--- config.mk ---
export PLATFORM = sky130hd
export DESIGN_NAME = seq_binary_to_bcd
export DESIGN_NICKNAME = d
export VERILOG_FILES = /design/src/rtl/bcd_pkg.sv /design/src/rtl/bcd_digit_adjust.sv /design/src/rtl/seq_binary_to_bcd.sv
export SDC_FILE = /design/constraint.sdc
export NUM_CORES = 1
export LEC_CHECK = 0
export BUFFER_PORTS_ARGS = -buffer_cell sky130_fd_sc_hd__clkbuf_2
export CORE_MARGIN = 5
export CORE_UTILIZATION = 50
export DETAILED_ROUTE_END_ITERATION = 8
export GPL_ROUTABILITY_DRIVEN = 0
export PLACE_DENSITY = 0.71
export SETUP_SLACK_MARGIN = 0.05
export SLEW_MARGIN = 20
export SYNTH_ARGS = -nofsm -noshare
export SYNTH_HDL_FRONTEND = slang
export SYNTH_SLANG_ARGS = --single-unit
--- constraint.sdc ---
create_clock -name Clock -period 1.8 [get_ports Clock]
set_input_delay 0.27 -clock Clock [delete_from_list [all_inputs] [get_ports Clock]]
set_output_delay 0.27 -clock Clock [all_outputs]
set_load 0.02 [all_outputs]
--- src/rtl/bcd_pkg.sv ---
// Shared definitions for the binary-to-BCD converters: FSM states, digit
// constants and a constant-evaluable clog2 used to size the bit counter.
package bcd_pkg;

  typedef enum logic [1:0] {
    IDLE  = 2'd0,
    SHIFT = 2'd1,
    DONE  = 2'd2
  } stateT;

  localparam int BCD_DIGIT_W = 4;
  localparam logic [BCD_DIGIT_W-1:0] ADJ_THRESHOLD = BCD_DIGIT_W'(5);
  localparam logic [BCD_DIGIT_W-1:0] ADJ_ADD       = BCD_DIGIT_W'(3);

  function automatic int clog2(input int n);
    int r;
    r = 0;
    while ((1 << r) < n) r++;
    return r;
  endfunction

endpackage

--- src/rtl/bcd_digit_adjust.sv ---
// Double-dabble correction cell: a digit of 5 or more gets +3 so that the
// following left shift carries correctly into the next decimal digit.
module bcd_digit_adjust
  import bcd_pkg::*;
(
  input  logic [BCD_DIGIT_W-1:0] digitIn,
  output logic [BCD_DIGIT_W-1:0] digitOut
);

  // Inputs are 0..9 in normal use, so the 4-bit sum never wraps (max 12).
  assign digitOut = (digitIn >= ADJ_THRESHOLD) ? digitIn + ADJ_ADD : digitIn;

endmodule

--- src/rtl/seq_binary_to_bcd.sv ---
// Multi-cycle binary-to-BCD converter (shift-and-add-3, one bit per clock)
// with a start/busy/done handshake and an overflow flag for narrow outputs.
module seq_binary_to_bcd
  import bcd_pkg::*;
#(
  parameter int BIN_WIDTH = 8,
  parameter int DIGITS    = 3
) (
  input  logic                          Clock,
  input  logic                          Reset,
  input  logic                          Start,
  input  logic [BIN_WIDTH-1:0]          BinaryIn,
  output logic                          Busy,
  output logic                          Done,
  output logic [BCD_DIGIT_W*DIGITS-1:0] BcdOut,
  output logic                          Overflow
);

  localparam int BCD_W = BCD_DIGIT_W * DIGITS;
  localparam int CNT_W = clog2(BIN_WIDTH + 1);
  localparam logic [CNT_W-1:0] CNT_LOAD = CNT_W'(BIN_WIDTH);
  localparam logic [CNT_W-1:0] CNT_LAST = CNT_W'(1);

  stateT                stateReg;
  logic [BIN_WIDTH-1:0] binReg;
  logic [BCD_W-1:0]     scratchReg;
  logic                 ovfAccReg;
  logic [CNT_W-1:0]     cntReg;

  logic [BCD_W-1:0]     adjusted;
  logic [BCD_W-1:0]     scratchNext;
  logic [BIN_WIDTH-1:0] binNext;
  logic                 shiftOut;

  for (genvar gi = 0; gi < DIGITS; gi++) begin : gAdjust
    bcd_digit_adjust uAdjust (
      .digitIn  (scratchReg[gi*BCD_DIGIT_W +: BCD_DIGIT_W]),
      .digitOut (adjusted[gi*BCD_DIGIT_W +: BCD_DIGIT_W])
    );
  end

  // Treat {scratch, binary} as one register; the bit leaving the top digit
  // is the overflow candidate. Written as a concatenation so BIN_WIDTH=1 works.
  assign {shiftOut, scratchNext, binNext} = {adjusted, binReg, 1'b0};

  always_ff @(posedge Clock) begin
    if (Reset) begin
      stateReg   <= IDLE;
      binReg     <= '0;
      scratchReg <= '0;
      ovfAccReg  <= 1'b0;
      cntReg     <= '0;
      Busy       <= 1'b0;
      Done       <= 1'b0;
      BcdOut     <= '0;
      Overflow   <= 1'b0;
    end else begin
      Done <= 1'b0;
      case (stateReg)
        IDLE: begin
          if (Start) begin
            binReg     <= BinaryIn;
            scratchReg <= '0;
            ovfAccReg  <= 1'b0;
            cntReg     <= CNT_LOAD;
            Busy       <= 1'b1;
            stateReg   <= SHIFT;
          end
        end
        SHIFT: begin
          scratchReg <= scratchNext;
          binReg     <= binNext;
          ovfAccReg  <= ovfAccReg | shiftOut;
          cntReg     <= cntReg - CNT_LAST;
          if (cntReg == CNT_LAST) begin
            Busy     <= 1'b0;
            stateReg <= DONE;
          end
        end
        DONE: begin
          BcdOut   <= scratchReg;
          Overflow <= ovfAccReg;
          Done     <= 1'b1;
          stateReg <= IDLE;
        end
        default: begin
          Busy     <= 1'b0;
          stateReg <= IDLE;
        end
      endcase
    end
  end

endmodule
After elaboration in Yosys (flattened, before gate mapping)
Index checks and enable logic that the tools add are counted.

word-level totals
  flip-flop bits (word level) = 42
  input bits = 11
  output and inout bits = 15
  word-level logic and storage cells = 46

operators by class
  add/subtract/negate cells = 4
  order comparisons = 3
  equal/unequal tests = 5
  multiplexer cells = 18
  bitwise operators = 2
  reduce and logical (&&, ||, !) cells = 5

operators by type and width
  cell                 number
  $pmux 12 s2          1
  $mux 4               4
  $pmux 8 s2           1
  $add 4x2->4 const B  3
  $ge 4x3->1 const B   3
  $mux 12              1
  $mux 8               1
  $pmux 4 s2           1
  $eq 4x1->1 const B   1
  $mux 1               4
  $mux 2               2
  $ne 2x2->1 const B   2
  $pmux 2 s2           1
  $reduce_and 2->1     2
  $sub 4x1->4 const B  1
  $pmux 1 s3           1
  $reduce_and 3->1     1
  $eq 2x1->1 const B   1
  $eq 2x2->1 const B   1
  $logic_not 2->1      1
  $pmux 1 s2           1
  $reduce_bool 2->1    1
  $not 1->1            1
  $or 1x1->1           1

Logic depth before layout (Yosys ltp)
  word-level depth = 4
  mapped depth = 6
  gate-level depth less buffers = 6

Cells and area by module
From an unflattened synthesis, not the netlist that was laid out.

unflattened totals
  cells, all modules = 223
  area, all modules = 1935.6 um2

by module, submodules not included
  module             instances  cells each  area each (um2)
  seq_binary_to_bcd  1          175         1631.6
  bcd_digit_adjust   3          16          101.3

Least setup slack after synthesis
OpenSTA, ideal clock, no wires.

  path type = reg2reg
  from = reg scratchReg[5]
  to = reg scratchReg[6]
  data arrival time = 1.250 ns
  data required time = 1.683 ns
  slack = 0.433 ns
  stages on the path, launching flop included = 7
  period minus slack after synthesis = 1.367 ns
  cell sequence = dfxtp_1 inv_1 ha_1 nand2b_1 a21oi_1 mux2i_1 a22o_1

on the way
  longest elaborated chain between the ends = 3
  elaborated cells between the ends (all ways) = 4

ends and longest elaborated chain
  item                                       line                     RTL
  start: declaration                         seq_binary_to_bcd.sv:26  logic [BCD_W-1:0] scratchReg;
  start signal: assignment                   seq_binary_to_bcd.sv:71  scratchReg <= scratchNext;
  $add 4x2->4 or $ge 4x3->1 (tied branches)  bcd_digit_adjust.sv:11   assign digitOut = (digitIn >= ADJ_THRESHOLD) ? digitIn + ADJ_ADD : digitIn;
  $mux 4 (*)                                 bcd_digit_adjust.sv:11
  $pmux 12 s2 (*)                            seq_binary_to_bcd.sv:59  case (stateReg)

Every way passes the cells marked *; elsewhere a longest branch is shown, timed or not.
A chain may end at the register's enable or synchronous reset.

Final worst setup path
  from = reg scratchReg[9]
  to = reg scratchReg[10]

Same word-level chain as after synthesis.

==> qor.txt <==
CP delay by family, top = compound AO/OA/AOI/OAI gates
Reg area = 841 um^2
number of global-route vias before repair = 1,436
worst hold margin = 0.227 ns
initial drt markers = 64
crit path DAT = 1.71 ns
first-pass GRT wire length = 6640 um
wire per inst = 12.9 um
Max Cap Violations = 0
area share of the largest cell type after synthesis = 46.1%
Final setup viols = 0
CTS Buf Count = 5
Synth-to-Final Area Change = 14.7%
FFs w/ async S/R, synth = 0%
CP max-delay cell = dfxtp_1
status = completed
Slew headroom = 70.5%
XOR/XNOR share of the synthesized area = 2.88%
CP endpoint kind = flip-flop
Final period util = 84.9%
Peak Freq = 655 MHz
initial antenna violation count = 0
maximum buffer depth of the clock tree = 2
# rows = 22
DP HPWL = 2730 um
Finished Layout Cells = 288
final antenna-violating net count = 0
die height = 70.4 um
hold crit path type = input port to flip-flop
worst-path fanout max = 4
clock slew seen by the registers of the worst setup and hold paths = 0.07 ns
Cell Area, Synth = 1830 um^2
WP data required = 1.98 ns
Ports = 26
multi-input logic area = 895 um^2
Switching Fraction = 24.5%
Die Area = 4960 um^2
sequential-to-total area share from yosys stat = 46.1%
CTS tree = done
Cell variety after synth = 37
largest family of logic cells by synthesized area = compound AO/OA/AOI/OAI gates
DR vias = 1,485
Primary FF master, synth = dfxtp_1
share of total power in sequential cells = 57.2%
total track usage = 16.8%
grt total ovfl = 0
post-synthesis compound-gate area fraction = 21.0%
Fin. Hold Viols = 0
commonest cells in the synthesized netlist = 42 x dfxtp_1, 41 x nand2_1, 23 x a21oi_1
layout cells sized above 1 = 17.5%
Syn Nets = 228
PwrDens = 826 nW/um^2
dominant cells by area after synthesis = dfxtp_1 46%, nand2_1 8.4%, a21oi_1 6.3%
largest area contributor in the netlist = dfxtp_1
Int Pwr = 1.31 mW
Fin Setup TNS = 0 ns
Final min period = 1.53 ns
H-tree Lvls = 2
Synth Warn # = 0
CTS resizes = 0
mux contribution to synthesized area = 1.64%
Adder-Cell Fraction of Synth Area = 5.48%
synthesis-stage register bit count = 42
largest net degree at the start of global routing = 22
placed insts = 281
DR vias/cell = 5.16
drc violations = 0
clock skew = 0.00418 ns
Post-synth EDFFs = 0
setup bufs post-CTS = 0
# fillers = 345
Mapped Avg Cell Area = 8.73 um^2
number of port buffers = 25
CTS Hold Bufs = 0
Mapped Cells = 209
Std-Cell Core Area = 3610 um^2
Peak supply drop = 0.000388 V
CTS Sinks = 42
Simple-Gate Fraction of Synth Area = 18.0%
Clock Power Share = 32.1%
Layout Utilization = 58.1%
Net Sw Power = 424 uW
Tot Pwr = 1.73 mW
Slew @ Worst Pin = 0.441 ns
clock root buffer = clkbuf_8
Worst Setup Start Kind = flip-flop
CP Class = flip-flop to flip-flop
count leader, synth = dfxtp_1
Pleak = 0.856 nW
Buf+Inv Stages, Crit Path = 1
Gate power share = 10.7%
Die Wd = 70.4 um
final net count = 259
Detailed Route WL = 3710 um
iteration count of the initial detailed-routing pass = 5
RSZ-0062 raised after global routing = false
starting density of the core = 50.6%
diodes inserted = 0
fin. max-slew vios = 0
CP peak stage delay = 0.37 ns
critical-path cell list = inv_1 -> ha_1 -> nand2b_1 -> a21oi_1 -> mux2i_1 -> a22o_1
worst skew pair latency = 0.29 ns
placed cells by master (no fill, tap or decap), types with 2 or more instances in the layout:
| master | instances |
|---|---|
| nand2b_1 | 5 |
| buf_4 | 7 |
| o32ai_2 | 2 |
| nor3_1 | 2 |
| o21ai_0 | 5 |
| nor2_1 | 19 |
| nand2_1 | 41 |
| xor2_1 | 3 |
| inv_1 | 12 |
| o32ai_1 | 2 |
| clkbuf_2 | 25 |
| a311oi_1 | 6 |
| mux2i_1 | 3 |
| clkbuf_8 | 5 |
| a21oi_1 | 23 |
| xnor2_1 | 3 |
| a22o_1 | 7 |
| ha_1 | 8 |
| dfxtp_1 | 42 |
| clkbuf_1 | 2 |
| a32o_1 | 2 |
metal layers:
layer  track usage [%]  up-vias  share of wire, %
met1              21.8      676                49
met2              26.2       25                46
met3              4.75        5               3.6
met5                 0        -                 0
li1                  -      779                 -
met4              6.38        0               1.6
state kept, by name, indices dropped and copies added (netlist names):
name	count
BcdOut	12
scratchReg	12
binReg	8
cntReg	4
stateReg	2
Busy	1
Done	1
Overflow	1
ovfAccReg	1
cell type report:
type                       count  share of cell area (%)
sequential                    42                    40.1
timing repair buffer          32                    8.48
clock buffer                   7                    3.64
inverter                      12                    2.15
multi-input combinational    147                    42.7
tap                           48                    2.87
power groups by stage:
stage          logic, mW  clock network [mW]  registers [mW]
2_1_floorplan      0.131                   0            1.01
3_3_place_gp       0.183                   0            1.01
4_1_cts            0.187               0.576           0.989
5_1_grt            0.210               0.620           0.994
6_report           0.185               0.556           0.989
3_5_place_dp       0.186                   0            1.01
metrics by stage:
stage	worst slack [ns]	cell area [um^2]
final	0.272	2090
after global routing	0.127	2090
after CTS	0.270	2090
after detailed placement	0.276	2020
after global placement	0.380	2020
after floorplan	0.433	1830
path summary, 6_finish.rpt:
path,from,end,slack (ns),cells past startpoint
max,scratchReg[9],scratchReg[10],0.27,6
min,BinaryIn[0],binReg[0],0.23,3
max reg2reg,scratchReg[9],scratchReg[10],0.27,6
min reg2reg,BcdOut[1],BcdOut[1],0.45,2
worst min-delay path, delay by kind of cell:
kind	cells	cell delay, ns
buffers and inverters	1	0.08
AND/OR/NAND/NOR	1	0.08
AO/OA/AOI/OAI	1	0.05
logic make-up after synthesis:
logic type               Yosys count
adder cells (fa/ha/maj)            8
XOR/XNOR                           6
AND/OR/NAND/NOR                   75
AO/OA/AOI/OAI                     55
multiplexers                       3
buffers and inverters             20
flip-flops                        42
Note: power is estimated with default switching activity, not from simulation.
